$ cat config.mk
export PLATFORM = sky130hd
export DESIGN_NAME = sram_arbiter
export DESIGN_NICKNAME = d
export VERILOG_FILES = /design/src/rtl/sram_arbiter_pkg.sv /design/src/rtl/sram_arb_pick.sv /design/src/rtl/sram_arbiter.sv
export SDC_FILE = /design/constraint.sdc
export NUM_CORES = 1
export LEC_CHECK = 0
export CAP_MARGIN = 15
export CORE_ASPECT_RATIO = 0.75
export CORE_MARGIN = 4
export CORE_UTILIZATION = 34
export CTS_CLUSTER_DIAMETER = 150
export CTS_CLUSTER_SIZE = 24
export DETAILED_ROUTE_END_ITERATION = 16
export PLACE_DENSITY = 0.81
export REMOVE_ABC_BUFFERS = 1
export SYNTH_ARGS = -nofsm -noshare
export SYNTH_HDL_FRONTEND = slang
export SYNTH_HIERARCHICAL = 1
export SYNTH_SLANG_ARGS = --single-unit
export TNS_END_PERCENT = 1
$ cat constraint.sdc
create_clock -name clk -period 2.01 [get_ports clk]
set_input_delay 0.402 -clock clk [delete_from_list [all_inputs] [get_ports clk]]
set_output_delay 0.402 -clock clk [all_outputs]
set_load 0.05 [all_outputs]
$ cat src/rtl/sram_arbiter_pkg.sv
// Shared definitions for the two-port SRAM arbiter: FSM state encoding and port indices.
package sram_arbiter_pkg;

    typedef enum logic {
        IDLE = 1'b0,
        BUSY = 1'b1
    } state_t;

    localparam logic PORT0 = 1'b0;
    localparam logic PORT1 = 1'b1;

endpackage

$ cat src/rtl/sram_arb_pick.sv
// Combinational winner select: a held lock beats everything, then round-robin or fixed priority.
module sram_arb_pick
    import sram_arbiter_pkg::*;
#(
    parameter bit RR = 1'b1
) (
    input  logic p0_valid,
    input  logic p1_valid,
    input  logic last,
    input  logic lock,
    input  logic lock_port,
    output logic any,
    output logic winner
);

    logic lock_valid;

    assign lock_valid = (lock_port == PORT1) ? p1_valid : p0_valid;

    always_comb begin
        any    = p0_valid | p1_valid;
        winner = PORT0;
        if (lock && lock_valid) begin
            winner = lock_port;
        end else if (p0_valid && p1_valid) begin
            winner = RR ? ~last : PORT0;
        end else if (p1_valid) begin
            winner = PORT1;
        end
    end

endmodule

$ cat src/rtl/sram_arbiter.sv
// Two-port (instruction / data) arbiter in front of a single SRAM frontend, with per-port lock
// for read-modify-write sequences.
module sram_arbiter
    import sram_arbiter_pkg::*;
#(
    parameter bit RR = 1'b1,
    parameter int AW = 32
) (
    input  logic          clk,
    input  logic          reset,
    input  logic          p0_valid,
    input  logic          p0_rw,
    input  logic [AW-1:0] p0_addr,
    input  logic [AW-1:0] p0_dtw,
    input  logic          p0_lock,
    output logic          p0_ready,
    output logic [AW-1:0] p0_dtr,
    input  logic          p1_valid,
    input  logic          p1_rw,
    input  logic [AW-1:0] p1_addr,
    input  logic [AW-1:0] p1_dtw,
    input  logic          p1_lock,
    output logic          p1_ready,
    output logic [AW-1:0] p1_dtr,
    output logic          mem_valid,
    output logic          mem_rw,
    output logic [AW-1:0] mem_addr,
    output logic [AW-1:0] mem_dtw,
    input  logic          mem_ready,
    input  logic [AW-1:0] mem_dtr,
    output logic          gnt,
    output logic          busy
);

    state_t        state_reg;
    logic          gnt_reg;
    logic          last_reg;
    logic          lock_reg;
    logic          lock_port_reg;
    logic          mem_rw_reg;
    logic [AW-1:0] mem_addr_reg;
    logic [AW-1:0] mem_dtw_reg;
    logic          any_valid;
    logic          winner;

    sram_arb_pick #(.RR(RR)) u_pick (
        .p0_valid  (p0_valid),
        .p1_valid  (p1_valid),
        .last      (last_reg),
        .lock      (lock_reg),
        .lock_port (lock_port_reg),
        .any       (any_valid),
        .winner    (winner)
    );

    // last_reg resets to port 1 so that the first tie after reset goes to port 0.
    always_ff @(posedge clk or negedge reset) begin
        if (!reset) begin
            state_reg     <= IDLE;
            gnt_reg       <= PORT0;
            last_reg      <= PORT1;
            lock_reg      <= 1'b0;
            lock_port_reg <= PORT0;
            mem_rw_reg    <= 1'b0;
            mem_addr_reg  <= '0;
            mem_dtw_reg   <= '0;
        end else begin
            case (state_reg)
                IDLE: begin
                    if (any_valid) begin
                        state_reg    <= BUSY;
                        gnt_reg      <= winner;
                        last_reg     <= winner;
                        mem_rw_reg   <= (winner == PORT1) ? p1_rw   : p0_rw;
                        mem_addr_reg <= (winner == PORT1) ? p1_addr : p0_addr;
                        mem_dtw_reg  <= (winner == PORT1) ? p1_dtw  : p0_dtw;
                    end
                end
                BUSY: begin
                    if (mem_ready) begin
                        state_reg     <= IDLE;
                        lock_reg      <= (gnt_reg == PORT1) ? p1_lock : p0_lock;
                        lock_port_reg <= gnt_reg;
                    end
                end
                default: state_reg <= IDLE;
            endcase
        end
    end

    // Valid drops in the ready cycle so the frontend never sees a stale request.
    assign busy      = (state_reg == BUSY);
    assign mem_valid = busy & ~mem_ready;
    assign p0_ready  = busy & mem_ready & (gnt_reg == PORT0);
    assign p1_ready  = busy & mem_ready & (gnt_reg == PORT1);
    assign p0_dtr    = mem_dtr;
    assign p1_dtr    = mem_dtr;
    assign mem_rw    = mem_rw_reg;
    assign mem_addr  = mem_addr_reg;
    assign mem_dtw   = mem_dtw_reg;
    assign gnt       = gnt_reg;

endmodule

# ---- After elaboration in Yosys (flattened, before gate mapping)
# Cells that the tools add are included.
dict set report word_totals {
  mem_bits_rw 0
  mem_count 0
  in_bits 169
  romBits 0
  latch_bits 0
  register_bits 70
}
dict set report op_classes {
  eq_ne 0
  shift 0
  div_mod_pow 0
  bitwise_logic 9
  n_reduce_logical 4
  multipliers 0
  order_cmp 0
  muxes 11
  addsub 0
}
# cell count
set op_table {}
lappend op_table {{$mux 32} 2}
lappend op_table {{$mux 1} 8}
lappend op_table {{$and 1x1->1} 4}
lappend op_table {{$not 1->1} 4}
lappend op_table {{$reduce_and 2->1} 2}
lappend op_table {{$logic_and 1x1->1} 2}
lappend op_table {{$pmux 1 s2} 1}
lappend op_table {{$or 1x1->1} 1}

# ---- Depth between registers and ports, before layout
# Gate-level depths: netlist of the first run.
dict set report logic_depth {
  depth_word 4
  mapped_depth 7
  depth_no_buf 5
}

# ---- Modules after synthesis
# Netlist of the first run, hierarchy kept.
# mod n_inst area_per_inst_um2 cells_each
set modules_own_cells {}
lappend modules_own_cells {sram_arbiter 1 3967.6 291}
lappend modules_own_cells {sram_arb_pick 1 27.5 4}

# ---- Worst setup path before layout of the first run
# Ideal clock, no wire load.
dict set report synth_timing {
  path_kind {register -> output}
  start {register state_reg, in the netlist busy}
  end {output mem_valid}
  arrival_ns 1.481
  path_buffers 0
  path_slack_ns 0.127
  required_ns 1.608
  stages_incl_launch_ff 2
  path_cell_list {dfrtp_1 nor2b_1}
}
dict set report synth_via {
  elab_chain_len 1
}
# element line
set synth_rtl {}
lappend synth_rtl {{start: declaration} sram_arbiter.sv:35} ;# state_t state_reg;
lappend synth_rtl {{start signal: assignment} sram_arbiter.sv:59} ;# state_reg <= IDLE;
lappend synth_rtl {{start signal: assignment} sram_arbiter.sv:71} ;# state_reg <= BUSY;
lappend synth_rtl {{start signal: assignment} sram_arbiter.sv:81} ;# state_reg <= IDLE;
lappend synth_rtl {{$and 1x1->1} sram_arbiter.sv:93} ;# assign mem_valid = busy & ~mem_ready;
lappend synth_rtl {{end: declaration} sram_arbiter.sv:25} ;# output logic mem_valid,
# Every way passes these cells.

# ---- Worst setup path after layout of the first run
dict set report layout_timing {
  start {register mem_dtw_reg[14], in the netlist mem_dtw[14]}
  end {output mem_dtw[14]}
}
# element line
set layout_lines {}
lappend layout_lines {{start: declaration} sram_arbiter.sv:42} ;# logic [AW-1:0] mem_dtw_reg;
lappend layout_lines {{start signal: assignment} sram_arbiter.sv:76} ;# mem_dtw_reg <= (winner == PORT1) ? p1_dtw : p0_dtw;
lappend layout_lines {{end: declaration} sram_arbiter.sv:28} ;# output logic [AW-1:0] mem_dtw,
# No word-level cell between the ends.

==> results of run 1 <==
synth_stat cells:
cell	number	area share (%)
a31oi_1	1	0.16
buf_6	7	2.0
and3_1	1	0.16
dfstp_2	1	0.66
a21o_1	1	0.19
dfrtp_1	69	43
mux2_1	28	7.9
mux2_4	18	6.8
nor2b_1	2	0.31
a21boi_1	1	0.19
nand2_1	1	0.094
mux2i_1	2	0.50
buf_4	64	12
buf_2	8	1.0
or2_2	2	0.31
mux2_2	86	24
a21oi_1	1	0.13
inv_1	1	0.094
nor2_1	1	0.094
power by group:
| part | internal [uW] | switching [uW] |
|---|---|---|
| clock | 1140 | 550 |
| sequential | 2060 | 365 |
| combinational | 2230 | 3160 |
metrics by stage:
step / total power (uW) / util, %
floorplan: 5930 / -
global placement: 7770 / 51.8
detailed placement: 7890 / 51.8
CTS: 9650 / 54.7
global route: 9970 / 54.7
finish: 9510 / 54.7
cell type report:
cell class / instances / area (um2) / area share [%]
Clock buffer: 11 / 253 / 4.13
Timing Repair Buffer: 211 / 2180 / 35.7
Sequential cell: 70 / 1750 / 28.7
Tap cell: 157 / 196 / 3.21
Multi-Input combinational cell: 145 / 1660 / 27.1
Inverter: 1 / 3.75 / 0.0613
Clock inverter: 4 / 70.1 / 1.15
Antenna cell: 1 / 2.50 / 0.0409
metal layers:
metal  vias to the layer above  part of all wire [%]
met3                        13                    18
met2                       201                    41
met4                         2                   1.5
li1                       1248                     -
met1                      1356                    39
met5                         -                  0.57
logic make-up (layout without fill, tap and decap cells):
group / count (synthesis) / after routing
AO/OA/AOI/OAI: 4 / 4
buffers and inverters: 80 / 227
flip-flops: 70 / 70
multiplexers: 134 / 134
other: 0 / 1
AND/OR/NAND/NOR: 7 / 7
worst max-delay path by stage:
stage	endpoint	from	cells past startpoint
finish	mem_dtw[14]	mem_dtw[14]$_DFFE_PN0P_	1
global route	mem_addr[3]	mem_addr[3]$_DFFE_PN0P_	1
CTS	mem_dtw[14]	mem_dtw[14]$_DFFE_PN0P_	1
detailed placement	mem_dtw[5]$_DFFE_PN0P_	p1_valid	5
global placement	mem_addr[8]$_DFFE_PN0P_	p1_valid	5
floorplan	last_reg$_DFFE_PN1P_	busy$_DFF_PN0_	2
==> impl_metrics.toml, run 1 <==
[run_status]
status = "finished, final reports clean"

[grt]
grt_use_met1_pct = 21.7
overflow = 0
top_usage_layer = "met2"
grt_antenna_before_repair = 1
grt_pass1_wl_mm = 19.5
grt_max_degree = 38
grtUsageTotal_pct = 19.2
use_met2_pct = 27.0
grt_pass1_vias = 3288
grt_use_met3_pct = 16.5

[worst_setup_path]
cpPeakStageDelay_ns = 0.83
cp_max_fo = 2
endpoint_kind = "output port"
setup.worst_path.start_class = "flip-flop"
r2r-end = "mem_dtw[20]$_DFFE_PN0P_"
arrival_ns = 1.51
r2r_cells = 6
crit_type = "flip-flop to output port"
cp_num_buf_inv = 1
path_cells = "clkdlybuf4s50_1"
cpMaxStageDelayCell = "clkdlybuf4s50_1"
r2r_setup_slack_ns = 0.19
crit_family = "buffers and inverters"
critPathRequiredTime_ns = 1.61
rr_startpoint = "last_reg$_DFFE_PN1P_"

[floorplan]
num_rows = 33
ios = 303
core-area_um2 = 11200
start_util_pct = 35.7
die_width_um = 133
die_area_um2 = 13600
die_y_um = 102

[synth]
ys_types = 19
synth_compound_gate_area_share_pct = 0.658
ys_warn_count = 6
ys_seq_elements = 70
yosys.area_share.simple_pct = 0.971
netlist_area_um2 = 4000
synth_top_family_by_area = "multiplexers"
syn_area_per_cell_um2 = 13.5
ys_seq_area_share_pct = 43.9
synth-xor-area-share_pct = 0
synth.area.mux_share_pct = 39.4
yosys.area_share.adder_pct = 0
netlist_instances = 295

[drt]
first_pass_iters = 4
wl_per_cell_um = 21.7
drc_errors = 0
ant_nets = 0
routed_wl_mm = 13.0
viasPerCell = 4.70
vias = 2820
dr.first_iter.drc_count = 40

[min_path]
hp-class = "input pin to asynchronous set/reset pin"

[final_layout]
fillers = 945
final_cell_mix = "199 x clkdlybuf4s50_1, 86 x mux2_2, 69 x dfrtp_1, 28 x mux2_1, 18 x mux2_4"
final_net_count = 607
drive_gt1_share_pct = 30.8
areaGrowthSynthToFinish_pct = 53.1
final_common_cell = "clkdlybuf4s50_1"
fin_cells = 600
fin_area_um2 = 6120

[timing]
hold_violations = 0
finalSetupTns_ns = 0
whs_ns = 0.0385
worstMarginPinSlew_ns = 0.529
finalCriticalPeriod_ns = 1.91
rsz0062_at_grt = "false"
skew_ns = 0.00642
setup_slack_ns = 0.0985
setup_viol = 0
maxSlewViolCount = 0
fmax_ghz = 0.523
period_share_pct = 95.1
relSlewSlack_pct = 64.6

[clocking]
clock_sinks = 70
cts_setup_buffers = 0
path_clk_slew_ns = 0.05
cts_root_buf = "clkbuf_16"
clock_latency_ns = 0.32
hold_buffers = 0
postCtsResizedCells = 0
tritoncts = "done"
cts_made_buffers = 9
htreeDepth = 3
clockBufferDepth = 2

[placed_design]
hpwl_mm = 10.5
port-buffer-count = 206
place_inst = 584
place_area_um2 = 5790
gp_congestion = 0.802
place_ws_ns = -0.160

[job]
cap_violations = 0

[pwr]
p_leak_uw = 0.00249
power_density_nw_per_um2 = 1550
vdd_drop_max_uv = 1020
(Power assumes the default switching activity.)
==> inputs of run 2 (changes only) <==
--- a/config.mk
+++ b/config.mk
@@ -14,6 +14,8 @@
 export DETAILED_ROUTE_END_ITERATION = 16
 export PLACE_DENSITY = 0.81
 export REMOVE_ABC_BUFFERS = 1
+export SETUP_SLACK_MARGIN = 0.1
+export SKIP_LAST_GASP = 1
 export SYNTH_ARGS = -nofsm -noshare
 export SYNTH_HDL_FRONTEND = slang
 export SYNTH_HIERARCHICAL = 1
==> impl_metrics.toml, run 2 (same netlist as run 1, synthesis figures left out) <==
[final_layout]
areaGrowthSynthToFinish_pct = 53.2
final_cell_mix = "197 x clkdlybuf4s50_1, 86 x mux2_2, 69 x dfrtp_1, 28 x mux2_1, 18 x mux2_4"
drive_gt1_share_pct = 30.8
final_util_pct = 54.7
fin_cells = 600
final_net_count = 607
final_common_cell = "clkdlybuf4s50_1"

[placed_design]
gp_congestion = 0.802
port-buffer-count = 206
hpwl_mm = 10.5
place_inst = 584
place_ws_ns = -0.160

[clocking]
tritoncts = "done"
clockBufferDepth = 2
clock_sinks = 70
path_clk_slew_ns = 0.05
cts_made_buffers = 9
cts_setup_buffers = 0
htreeDepth = 3
hold_buffers = 0
clock_latency_ns = 0.32
cts_root_buf = "clkbuf_16"

[timing]
setup_slack_ns = 0.104
hold_violations = 0
period_share_pct = 94.8
whs_ns = 0.0384
setup_viol = 0
fmax_ghz = 0.525
maxSlewViolCount = 0
rsz0062_at_grt = "true"
finalCriticalPeriod_ns = 1.91
worstMarginPinSlew_ns = 0.535
relSlewSlack_pct = 64.3
skew_ns = 0.00641

[worst_setup_path]
critPathRequiredTime_ns = 1.61
cpMaxStageDelayCell = "clkdlybuf4s50_1"
cp_max_fo = 2
cpPeakStageDelay_ns = 0.82
crit_family = "buffers and inverters"
setup.worst_path.start_class = "flip-flop"
crit_type = "flip-flop to output port"
path_cells = "clkdlybuf4s50_1"
arrival_ns = 1.50
endpoint_kind = "output port"
cp_num_buf_inv = 1

[pwr]
p_total_uw = 9500
vdd_drop_max_uv = 1020
p_leak_uw = 0.00250
power_density_nw_per_um2 = 1550

[drt]
vias = 2815
dr.first_iter.drc_count = 40
viasPerCell = 4.69
routed_wl_mm = 13.0
ant_nets = 0
first_pass_iters = 4
wl_per_cell_um = 21.7
drc_errors = 0

[floorplan]
start_util_pct = 35.7
die_width_um = 133
num_rows = 33
die_y_um = 102
die_area_um2 = 13600
core-area_um2 = 11200
ios = 303

[grt]
grt_max_degree = 38
grt_antenna_before_repair = 1
grtUsageTotal_pct = 19.2
grt_pass1_vias = 3288
grt_pass1_wl_mm = 19.5
overflow = 0

[min_path]
hp-class = "input pin to asynchronous set/reset pin"

[job]
cap_violations = 0

[run_status]
status = "finished, final reports clean"
==> run 2: cell count changes in the layout (fill, tap and decap cells not counted) <==
cell             delta
clkdlybuf4s50_1     -2
dlymetal6s2s_1      +1
dlygate4sd2_1       +1
==> run 2: final cells by class <==
class | instances | area, um2
clock inverter | 4 | 70.1
timing repair buffer | 211 | 2180
sequential | 70 | 1750
antenna | 1 | 2.50
multi-input combinational | 145 | 1660
clock buffer | 11 | 253
tap | 157 | 196
fill | 944 | 5070
inverter | 1 | 3.75
==> run 2: metrics by stage <==
stage	setup TNS (ns)	area, um2
floorplan	-185.35	3400
global placement	-8.09	5790
detailed placement	-7.89	5790
CTS	0	6110
finish	0	6120
global route	0	6120
==> run 2: final timing paths <==
check | cells after the start | start | end | slack, ns
setup / recovery | 1 | mem_addr[14]$_DFFE_PN0P_ | mem_addr[14] | 0.10
hold / removal | 1 | reset | mem_addr[6]$_DFFE_PN0P_ | 0.04
setup reg to reg | 6 | last_reg$_DFFE_PN1P_ | mem_dtw[20]$_DFFE_PN0P_ | 0.19
hold reg to reg | 1 | mem_addr[19]$_DFFE_PN0P_ | mem_addr[19]$_DFFE_PN0P_ | 0.50
max in group asynchronous | 2 | reset | last_reg$_DFFE_PN1P_ | 1.32
min in group clk | 1 | mem_addr[19]$_DFFE_PN0P_ | mem_addr[19]$_DFFE_PN0P_ | 0.50
==> run 2: power by group <==
part | internal [uW] | switching, uW | total [uW]
logic | 2220 | 3160 | 5390
clock network | 1140 | 550 | 1690
registers | 2060 | 365 | 2420
==> run 2: per-layer routing <==
layer  vias up  GRT usage [%]  share of wire, %
li1       1247              -                 -
met1      1352           21.7                39
met2       201           27.0                41
met3        13           16.5                18
met4         2           4.90               1.5
met5         -           4.86              0.57
==> run 2: repair_timing <==
item	4_1_cts	5_1_grt
pin swaps	0	0
gates resized for setup	1	1
endpoints found under the setup margin	21	61
==> inputs of run 3 (changes only) <==
--- a/config.mk
+++ b/config.mk
@@ -12,6 +12,7 @@
 export CTS_CLUSTER_DIAMETER = 150
 export CTS_CLUSTER_SIZE = 24
 export DETAILED_ROUTE_END_ITERATION = 16
+export HOLD_SLACK_MARGIN = 0.12
 export PLACE_DENSITY = 0.81
 export REMOVE_ABC_BUFFERS = 1
 export SETUP_SLACK_MARGIN = 0.1
==> impl_metrics.toml, run 3 (same netlist as run 1, synthesis figures left out) <==
[drt]
dr.first_iter.drc_count = 45
vias = 2818
first_pass_iters = 4
wl_per_cell_um = 21.7
viasPerCell = 4.69
drc_errors = 0
routed_wl_mm = 13.0
ant_nets = 0

[grt]
overflow = 0
grt_antenna_before_repair = 1
grtUsageTotal_pct = 19.3
grt_pass1_wl_mm = 19.5
grt_pass1_vias = 3297
grt_max_degree = 38

[final_layout]
register_area_um2 = 1750
fillers = 943
final_net_count = 608
multi_input_area_um2 = 1660
drive_gt1_share_pct = 30.7
final_common_cell = "clkdlybuf4s50_1"
areaGrowthSynthToFinish_pct = 53.4
final_cell_mix = "197 x clkdlybuf4s50_1, 86 x mux2_2, 69 x dfrtp_1, 28 x mux2_1, 18 x mux2_4"

[timing]
period_share_pct = 94.8
hold_violations = 0
finalSetupTns_ns = 0
setup_viol = 0
maxSlewViolCount = 0
relSlewSlack_pct = 64.3
worstMarginPinSlew_ns = 0.535
fmax_ghz = 0.525
finalCriticalPeriod_ns = 1.91
rsz0062_at_grt = "true"
skew_ns = 0.00641
whs_ns = 0.503

[worst_setup_path]
endpoint_kind = "output port"
r2r_setup_slack_ns = 0.19
critPathRequiredTime_ns = 1.61
cp_num_buf_inv = 1
arrival_ns = 1.50
setup.worst_path.start_class = "flip-flop"
cpPeakStageDelay_ns = 0.82
cpMaxStageDelayCell = "clkdlybuf4s50_1"
cp_max_fo = 2
path_cells = "clkdlybuf4s50_1"
crit_family = "buffers and inverters"
crit_type = "flip-flop to output port"

[clocking]
clockBufferDepth = 2
tritoncts = "done"
htreeDepth = 3
clock_latency_ns = 0.32
cts_setup_buffers = 0
path_clk_slew_ns = 0.05
clock_sinks = 70
cts_made_buffers = 9
cts_root_buf = "clkbuf_16"

[job]
cap_violations = 0

[floorplan]
die_width_um = 133
die_y_um = 102
core-area_um2 = 11200
start_util_pct = 35.7
num_rows = 33
ios = 303
die_area_um2 = 13600

[pwr]
power.share.clock_pct = 17.8
switching_share_pct = 42.9
combPwrFrac_pct = 56.7
switching_power_uw = 4080
p_int_uw = 5430
p_seq_share_pct = 25.5
p_total_uw = 9510
vdd_drop_max_uv = 1020
p_leak_uw = 0.00251
power_density_nw_per_um2 = 1550

[min_path]
hp-class = "flip-flop to flip-flop"

[placed_design]
port-buffer-count = 206
hpwl_mm = 10.5
gp_congestion = 0.802

[run_status]
status = "finished, final reports clean"
==> run 3: cell count changes in the layout (fill, tap and decap cells not counted) <==
cell / change
dlygate4sd3_1: +1
==> run 3: stage by stage <==
step	util [%]	cell area (um2)	setup slack, ns	cells
after floorplan	-	3400	-2.75	216
after global placement	51.8	5790	-0.138	584
after detailed placement	51.8	5790	-0.160	584
after CTS	54.7	6120	0.0736	600
after global routing	54.8	6130	0.0392	601
final	54.8	6130	0.105	601
==> run 3: power by group through the flow <==
stage	combinational (uW)	sequential (uW)	clock, uW
finish	5390	2420	1690
global placement	5370	2400	0
global route	5600	2530	1840
CTS	5450	2440	1760
detailed placement	5440	2440	0
floorplan	1360	4570	0
==> run 3: path summary, 6_finish.rpt <==
kind,to,cells past startpoint,startpoint
worst max-delay path,mem_addr[14],1,mem_addr[14]$_DFFE_PN0P_
worst min-delay path,mem_addr[19]$_DFFE_PN0P_,1,mem_addr[19]$_DFFE_PN0P_
worst max register to register,mem_dtw[20]$_DFFE_PN0P_,6,last_reg$_DFFE_PN1P_
worst min register to register,mem_addr[19]$_DFFE_PN0P_,1,mem_addr[19]$_DFFE_PN0P_
max in group asynchronous,last_reg$_DFFE_PN1P_,3,reset
min in group asynchronous,mem_addr[6]$_DFFE_PN0P_,2,reset
==> run 3: layer usage <==
| metal | wire [um] | part of all wire, % | vias to the layer above | global-route usage (%) |
|---|---|---|---|---|
| met5 | 74 | 0.57 | - | 4.86 |
| met4 | 199 | 1.5 | 2 | 4.90 |
| met3 | 2320 | 18 | 13 | 16.4 |
| met2 | 5310 | 41 | 201 | 27.1 |
| met1 | 5140 | 39 | 1354 | 21.7 |
| li1 | - | - | 1248 | - |
==> run 3: cell type report <==
| cell class | instances | area share (%) |
|---|---|---|
| tap | 157 | 3.20 |
| multi-input combinational | 145 | 27.0 |
| inverter | 1 | 0.0612 |
| antenna | 1 | 0.0408 |
| sequential | 70 | 28.6 |
| timing repair buffer | 212 | 35.8 |
| clock buffer | 11 | 4.12 |
| clock inverter | 4 | 1.14 |
==> run 3: timing repair <==
action	4_1_cts	5_1_grt
hold buffers	1	0
gates resized for setup	1	1
setup endpoints to repair	21	61
pin swaps	0	0
hold endpoints to repair	36	0
